### config.mk
export PLATFORM = sky130hd
export DESIGN_NAME = rsa_msg_sequencer_flat
export DESIGN_NICKNAME = d
export VERILOG_FILES = /design/src/rtl/rsa_msg_sequencer_if.sv /design/src/rtl/rsa_msg_sequencer.sv /design/src/flat_wrapper.sv
export SDC_FILE = /design/constraint.sdc
export NUM_CORES = 1
export LEC_CHECK = 0
export ABC_AREA = 1
export CORE_MARGIN = 3
export CORE_UTILIZATION = 51
export CTS_CLUSTER_SIZE = 30
export DETAILED_ROUTE_END_ITERATION = 7
export MAX_ROUTING_LAYER = met4
export PLACE_DENSITY = 0.83
export SKIP_CTS_REPAIR_TIMING = 1
export SLEW_MARGIN = 20
export SYNTH_ARGS = -nofsm -noshare
export SYNTH_HDL_FRONTEND = slang
export SYNTH_SLANG_ARGS = --single-unit
### constraint.sdc
create_clock -name clk -period 2.9 [get_ports clk]
set_input_delay 0.725 -clock clk [delete_from_list [all_inputs] [get_ports clk]]
set_output_delay 0.725 -clock clk [all_outputs]
set_load 0.02 [all_outputs]
### src/rtl/rsa_msg_sequencer_if.sv
// Bus bundle between the RSA message sequencer, the host, the exponentiation core
// and the result consumer. clk and aresetn stay outside as plain ports.
interface rsa_msg_sequencer_if #(
  parameter int BITS = 32
);
  logic            key_we;
  logic [BITS-1:0] key_e;
  logic [BITS-1:0] key_n;
  logic            in_valid;
  logic [BITS-1:0] in_data;
  logic            in_ready;
  logic [BITS-1:0] rsa_m;
  logic [BITS-1:0] rsa_e;
  logic [BITS-1:0] rsa_n;
  logic            rsa_go;
  logic [BITS-1:0] rsa_r;
  logic            rsa_d;
  logic            out_valid;
  logic [BITS-1:0] out_data;
  logic            out_err;
  logic            out_ready;
  logic            busy;
  logic            key_err;
  logic [15:0]     done_count;

  modport master (
    output key_we, key_e, key_n, in_valid, in_data, rsa_r, rsa_d, out_ready,
    input  in_ready, rsa_m, rsa_e, rsa_n, rsa_go, out_valid, out_data, out_err,
           busy, key_err, done_count
  );

  modport slave (
    input  key_we, key_e, key_n, in_valid, in_data, rsa_r, rsa_d, out_ready,
    output in_ready, rsa_m, rsa_e, rsa_n, rsa_go, out_valid, out_data, out_err,
           busy, key_err, done_count
  );
endinterface

### src/rtl/rsa_msg_sequencer.sv
// Feeds buffered message words one at a time into the RSA exponentiation core and
// returns each result (or an error word) on a valid/ready stream.
module rsa_msg_sequencer #(
  parameter int BITS    = 32,
  parameter int DEPTH   = 4,
  parameter int TIMEOUT = 4096
) (
  input logic                clk,
  input logic                aresetn,
  rsa_msg_sequencer_if.slave bus
);
  localparam int PW = (DEPTH > 1) ? $clog2(DEPTH) : 1;
  localparam int CW = PW + 1;
  localparam int TW = (TIMEOUT > 1) ? $clog2(TIMEOUT) : 1;
  localparam logic [CW-1:0] FULL_CNT = CW'(DEPTH);
  localparam logic [TW-1:0] TMO_LAST = TW'(TIMEOUT - 1);

  typedef enum logic [3:0] {
    S_IDLE  = 4'b0001,
    S_CHECK = 4'b0010,
    S_RUN   = 4'b0100,
    S_OUT   = 4'b1000
  } state_t;

  state_t          r_state;
  logic [BITS-1:0] r_mem [DEPTH];
  logic [PW-1:0]   r_wr_ptr;
  logic [PW-1:0]   r_rd_ptr;
  logic [CW-1:0]   r_count;
  logic [CW-1:0]   w_count_nxt;
  logic            r_in_ready;
  logic [BITS-1:0] r_key_e;
  logic [BITS-1:0] r_key_n;
  logic            r_key_valid;
  logic            r_key_err;
  logic [BITS-1:0] r_rsa_m;
  logic            r_go;
  logic [TW-1:0]   r_tmo;
  logic            r_out_valid;
  logic [BITS-1:0] r_out_data;
  logic            r_out_err;
  logic [15:0]     r_done_count;
  logic            w_busy;
  logic            w_push;
  logic            w_pop;
  logic            w_key_ok;
  logic            w_key_bad;
  logic            w_hs;

  assign w_busy    = (r_state != S_IDLE);
  assign w_push    = bus.in_valid & r_in_ready;
  assign w_pop     = (r_state == S_IDLE) & r_key_valid & (r_count != CW'(0));
  assign w_key_ok  = bus.key_we & ~w_busy & (bus.key_n >= BITS'(2));
  assign w_key_bad = bus.key_we & (w_busy | (bus.key_n < BITS'(2)));
  assign w_hs      = r_out_valid & bus.out_ready;

  // FIFO occupancy after this cycle's push/pop
  always_comb begin
    w_count_nxt = r_count;
    if (w_push && !w_pop) begin
      w_count_nxt = r_count + CW'(1);
    end else if (!w_push && w_pop) begin
      w_count_nxt = r_count - CW'(1);
    end else begin
      w_count_nxt = r_count;
    end
  end

  // FIFO storage; contents need no reset because the count gates every read
  always_ff @(posedge clk) begin
    if (w_push) begin
      r_mem[r_wr_ptr] <= bus.in_data;
    end
  end

  // FIFO pointers, count and registered not-full flag
  always_ff @(posedge clk or negedge aresetn) begin
    if (!aresetn) begin
      r_wr_ptr   <= PW'(0);
      r_rd_ptr   <= PW'(0);
      r_count    <= CW'(0);
      r_in_ready <= 1'b0;
    end else begin
      if (w_push) r_wr_ptr <= r_wr_ptr + PW'(1);
      if (w_pop)  r_rd_ptr <= r_rd_ptr + PW'(1);
      r_count    <= w_count_nxt;
      r_in_ready <= (w_count_nxt != FULL_CNT);
    end
  end

  // Public key latch and sticky key error
  always_ff @(posedge clk or negedge aresetn) begin
    if (!aresetn) begin
      r_key_e     <= BITS'(0);
      r_key_n     <= BITS'(0);
      r_key_valid <= 1'b0;
      r_key_err   <= 1'b0;
    end else begin
      if (w_key_ok) begin
        r_key_e     <= bus.key_e;
        r_key_n     <= bus.key_n;
        r_key_valid <= 1'b1;
      end
      if (w_key_bad) r_key_err <= 1'b1;
    end
  end

  // Operation sequencer; go stays low through CHECK so the core sees a full reset cycle
  always_ff @(posedge clk or negedge aresetn) begin
    if (!aresetn) begin
      r_state      <= S_IDLE;
      r_rsa_m      <= BITS'(0);
      r_go         <= 1'b0;
      r_tmo        <= TW'(0);
      r_out_valid  <= 1'b0;
      r_out_data   <= BITS'(0);
      r_out_err    <= 1'b0;
      r_done_count <= 16'd0;
    end else begin
      case (r_state)
        S_IDLE: begin
          r_go <= 1'b0;
          if (w_pop) begin
            r_rsa_m <= r_mem[r_rd_ptr];
            r_state <= S_CHECK;
          end
        end
        S_CHECK: begin
          if (r_rsa_m >= r_key_n) begin
            r_out_data  <= r_rsa_m;
            r_out_err   <= 1'b1;
            r_out_valid <= 1'b1;
            r_state     <= S_OUT;
          end else begin
            r_go    <= 1'b1;
            r_tmo   <= TW'(0);
            r_state <= S_RUN;
          end
        end
        S_RUN: begin
          if (bus.rsa_d) begin
            r_out_data  <= bus.rsa_r;
            r_out_err   <= 1'b0;
            r_out_valid <= 1'b1;
            r_go        <= 1'b0;
            r_state     <= S_OUT;
          end else if (r_tmo == TMO_LAST) begin
            r_out_data  <= BITS'(0);
            r_out_err   <= 1'b1;
            r_out_valid <= 1'b1;
            r_go        <= 1'b0;
            r_state     <= S_OUT;
          end else begin
            r_tmo <= r_tmo + TW'(1);
          end
        end
        S_OUT: begin
          r_go <= 1'b0;
          if (w_hs) begin
            r_out_valid  <= 1'b0;
            r_done_count <= r_done_count + 16'd1;
            r_state      <= S_IDLE;
          end
        end
        default: begin
          r_go        <= 1'b0;
          r_out_valid <= 1'b0;
          r_state     <= S_IDLE;
        end
      endcase
    end
  end

  assign bus.in_ready   = r_in_ready;
  assign bus.rsa_m      = r_rsa_m;
  assign bus.rsa_e      = r_key_e;
  assign bus.rsa_n      = r_key_n;
  assign bus.rsa_go     = r_go;
  assign bus.out_valid  = r_out_valid;
  assign bus.out_data   = r_out_data;
  assign bus.out_err    = r_out_err;
  assign bus.busy       = w_busy;
  assign bus.key_err    = r_key_err;
  assign bus.done_count = r_done_count;
endmodule

### src/flat_wrapper.sv
// flat-port wrapper written by rule: the top's interface ports become plain ports
module rsa_msg_sequencer_flat 
#(
  parameter int BITS    = 32,
  parameter int DEPTH   = 4,
  parameter int TIMEOUT = 4096
)
  (clk, aresetn, bus_key_we, bus_key_e, bus_key_n, bus_in_valid, bus_in_data, bus_rsa_r, bus_rsa_d, bus_out_ready, bus_in_ready, bus_rsa_m, bus_rsa_e, bus_rsa_n, bus_rsa_go, bus_out_valid, bus_out_data, bus_out_err, bus_busy, bus_key_err, bus_done_count);
  rsa_msg_sequencer_if #(.BITS(BITS)) bus_i ();
  input logic clk;
  input logic aresetn;
  input wire logic [$bits(bus_i.key_we)-1:0] bus_key_we;
  input wire logic [$bits(bus_i.key_e)-1:0] bus_key_e;
  input wire logic [$bits(bus_i.key_n)-1:0] bus_key_n;
  input wire logic [$bits(bus_i.in_valid)-1:0] bus_in_valid;
  input wire logic [$bits(bus_i.in_data)-1:0] bus_in_data;
  input wire logic [$bits(bus_i.rsa_r)-1:0] bus_rsa_r;
  input wire logic [$bits(bus_i.rsa_d)-1:0] bus_rsa_d;
  input wire logic [$bits(bus_i.out_ready)-1:0] bus_out_ready;
  output wire logic [$bits(bus_i.in_ready)-1:0] bus_in_ready;
  output wire logic [$bits(bus_i.rsa_m)-1:0] bus_rsa_m;
  output wire logic [$bits(bus_i.rsa_e)-1:0] bus_rsa_e;
  output wire logic [$bits(bus_i.rsa_n)-1:0] bus_rsa_n;
  output wire logic [$bits(bus_i.rsa_go)-1:0] bus_rsa_go;
  output wire logic [$bits(bus_i.out_valid)-1:0] bus_out_valid;
  output wire logic [$bits(bus_i.out_data)-1:0] bus_out_data;
  output wire logic [$bits(bus_i.out_err)-1:0] bus_out_err;
  output wire logic [$bits(bus_i.busy)-1:0] bus_busy;
  output wire logic [$bits(bus_i.key_err)-1:0] bus_key_err;
  output wire logic [$bits(bus_i.done_count)-1:0] bus_done_count;
  assign bus_i.key_we = bus_key_we;
  assign bus_i.key_e = bus_key_e;
  assign bus_i.key_n = bus_key_n;
  assign bus_i.in_valid = bus_in_valid;
  assign bus_i.in_data = bus_in_data;
  assign bus_i.rsa_r = bus_rsa_r;
  assign bus_i.rsa_d = bus_rsa_d;
  assign bus_i.out_ready = bus_out_ready;
  assign bus_in_ready = bus_i.in_ready;
  assign bus_rsa_m = bus_i.rsa_m;
  assign bus_rsa_e = bus_i.rsa_e;
  assign bus_rsa_n = bus_i.rsa_n;
  assign bus_rsa_go = bus_i.rsa_go;
  assign bus_out_valid = bus_i.out_valid;
  assign bus_out_data = bus_i.out_data;
  assign bus_out_err = bus_i.out_err;
  assign bus_busy = bus_i.busy;
  assign bus_key_err = bus_i.key_err;
  assign bus_done_count = bus_i.done_count;
  rsa_msg_sequencer #(.BITS(BITS), .DEPTH(DEPTH), .TIMEOUT(TIMEOUT)) u_core (.clk(clk), .aresetn(aresetn), .bus(bus_i));
endmodule
==> metrics <==
clock skew=0.0136 ns; Clock Tree Buf Depth=3; Reg area=just over 8000 sq um; CP max FO=5; number of flops mapped to enable cells by yosys=between 100 and 150; H-tree depth=1; # DRC=0; fillcell total=roughly 1800; Clock Root Buffer=clkbuf_16; area of the mapped netlist=roughly 13000 sq um; syn_nets=around 1600; Routed WL=around 37000 microns; Skew-Pair Late Insertion Delay=between 0.5 and 0.6 ns; total CTS buffers=31; Core Util, Final=around 70%; CP endpoint kind=output pin; maximum vdd ir drop=about 0.71 mV; initial antenna violation count=0; Fmax=0.366 GHz; Layout area overhead=32.8%; first-pass GRT wire length=about 58000 microns; Final setup viols=0; Net Sw Power=between 8 and 9 mW; reg2reg end=u_core.r_tmo[10]; Routed wire per std cell=between 15 and 20 microns; ys flop type=dfrtp_1; post-synthesis sequential area ratio=between 60% and 70%; Power Total=19.7 mW; leading cell type in the layout, fill and taps excluded=nand2_1; share of layout cells above drive strength 1=roughly 6.6%; Core Area=roughly 25000 sq um; Unique masters post-synth=37; WP data required=2.17 ns; Slew @ Worst Pin=a little over 0.8 ns; WP buf/inv=1; Slew Viols, Final=0; most frequent cells in the layout=nand2_1 (441), clkdlybuf4s50_1 (282), dfrtp_1 (172); slew margin rel.=45.1%; Initial Utilization=between 50% and 60%; total grt overflow=0; CTS tree=built; Reg power frac=between 30 and 40%; total track usage=26.4%; pre-CTS setup slack=0.187 ns; R2R Setup Slk=around 0.28 ns; PwrDens=between 1000 and 1500 nW/um^2; minimum clock period=roughly 2.7 ns; Final TNS setup=0 ns; hold slack=0.0707 ns; Pint=between 10 and 15 mW; GP Congestion=~0.96; Port Buffers=~280; HP Class=in -> async; critical path class=reg -> out; Critical path destination=bus_busy; initial DRC count=approximately 1300; RSZ-0062 raised after global routing=false; Static Leak=between 7 and 8 nW; Seq cells post-synth=between 300 and 400; via count=11100; max cap viols=0; CP max stage delay=0.68 ns; reg2reg path depth=10; Setup WS post-layout=~0.17 ns; Mapped Avg Cell Area=9.63 sq um; asr flop ratio synth=57.5%; Post-Synthesis Cells=about 1400; crit path from=u_core.r_state[0]; DP HPWL=approximately 26000 microns; Clock Sinks=301; Die W=between 150 and 200 microns; FP Rows=58; Clk network pwr share=20.1%; Comb power frac=around 46%; IO Pins=between 200 and 300; Die ar.=about 28000 sq um; ratio of final minimum period to clock period=between 90% and 100%; Crit path depth=2; CP Cell Sequence=nand3_1 > clkdlybuf4s50_1; WP data arrival=roughly 2 ns; Detail Route Antenna Nets=0; Nets=between 1500 and 2000; Ant. Diodes=0; area of the multi-input gates=4580 sq um; switching part of the total=between 40% and 50%; Critical-path top delay cell=clkdlybuf4s50_1; Crit path max-delay family=buffers and inverters; Worst-path clk slew=roughly 0.06 ns; via/cell ratio=about 5.5; outcome=finished, final reports clean; crit path launch type=flip-flop; pin count of the biggest net entering global routing=66; Yosys warning count=0; Hold Fails Final Rpt=0; vias in the first global route=approximately 11000; Reg-to-Reg Start=u_core.bus.rsa_n[23]; DRT Pass-1 Iters=6; Die Y=168 microns
==> metal layers <==
metal	vias to the layer above	global-route usage (%)	wire length [microns]
li1	5196	-	-
met1	5276	36.0	15200
met2	501	40.7	17600
met3	89	3.90	2860
met4	0	9.89	1400
met5	-	-	0
==> cell families (layout without fill, tap and decap cells) <==
logic type / Yosys count / in the layout / synth area share, %
simple gates: 703 / 703 / 22.1
compound gates: 165 / 165 / 6.60
buf+inv: 152 / 458 / 4.62
xor+xnor: 22 / 22 / 1.44
fa+ha+maj: 41 / 41 / 3.85
mux: 1 / 1 / 0.0844
flops: 301 / 301 / 61.3
==> synthesized netlist by cell type, types with 13 or more instances <==
master    instances  area [sq um]
a21oi_1          17          85.1
buf_2            16          80.1
clkbuf_1         45           169
dfrtp_1         172          4300
edfxtp_1        128          3840
ha_1             41           513
inv_1            72           270
nand2_1         442          1660
nand3_1          88           440
nand4_1          41           257
nor2_1          106           398
o21ai_0         102           510
o22ai_1          32           200
xor2_1           13           114
==> area by class of cell <==
type,instances,area share [%]
well taps,330,2.33
clock buffers,39,4.66
flip-flops and latches,301,46.1
repair buffers,323,18.3
multi-input cells,932,25.8
inverters,78,1.65
clock inverters,18,1.06
==> power groups by stage <==
stage                     Clock, mW  Sequential [mW]  Combinational (mW)
after floorplan                   0             7.59                4.21
after global placement            0             6.66                8.81
after detailed placement          0             6.71                9.05
after CTS                      4.03             6.64                9.13
after global routing           4.23             6.79                10.0
final                          3.96             6.66                9.12
==> stage by stage <==
stage          area, sq um  instances
3_5_place_dp         16700       1964
4_1_cts              17700       2021
5_1_grt              17700       2021
3_3_place_gp         16700       1964
6_report             17700       2021
2_1_floorplan        13300       1385
==> flip-flops by register name, summed over array words and instances, names as in the netlist <==
signal,flops
u_core.bus.done_count,16
u_core.bus.key_err,1
u_core.r_tmo,12
u_core.bus.out_data,32
u_core.r_rd_ptr,2
u_core.bus.in_ready,1
u_core.bus.rsa_m,32
u_core.bus.rsa_n,32
u_core.bus.rsa_go,1
u_core.bus.out_valid,1
u_core.r_mem,128
u_core.r_wr_ptr,2
u_core.r_state,4
u_core.bus.rsa_e,32
u_core.r_count,3
u_core.bus.out_err,1
u_core.r_key_valid,1
==> worst min-delay path by stage <==
stage	startpoint	depth (start not counted)	end	slack, ns
after floorplan	u_core.r_key_valid	2	u_core.r_key_valid	0.42
after global placement	u_core.r_key_valid	2	u_core.r_key_valid	0.45
after detailed placement	u_core.bus.rsa_e[14]	2	u_core.bus.rsa_e[14]	0.46
after CTS	aresetn	1	u_core.bus.rsa_e[12]	0.07
after global routing	aresetn	1	u_core.bus.rsa_e[12]	0.07
final	aresetn	1	u_core.bus.rsa_e[12]	0.07
Note: power is estimated with default switching activity, not from simulation.
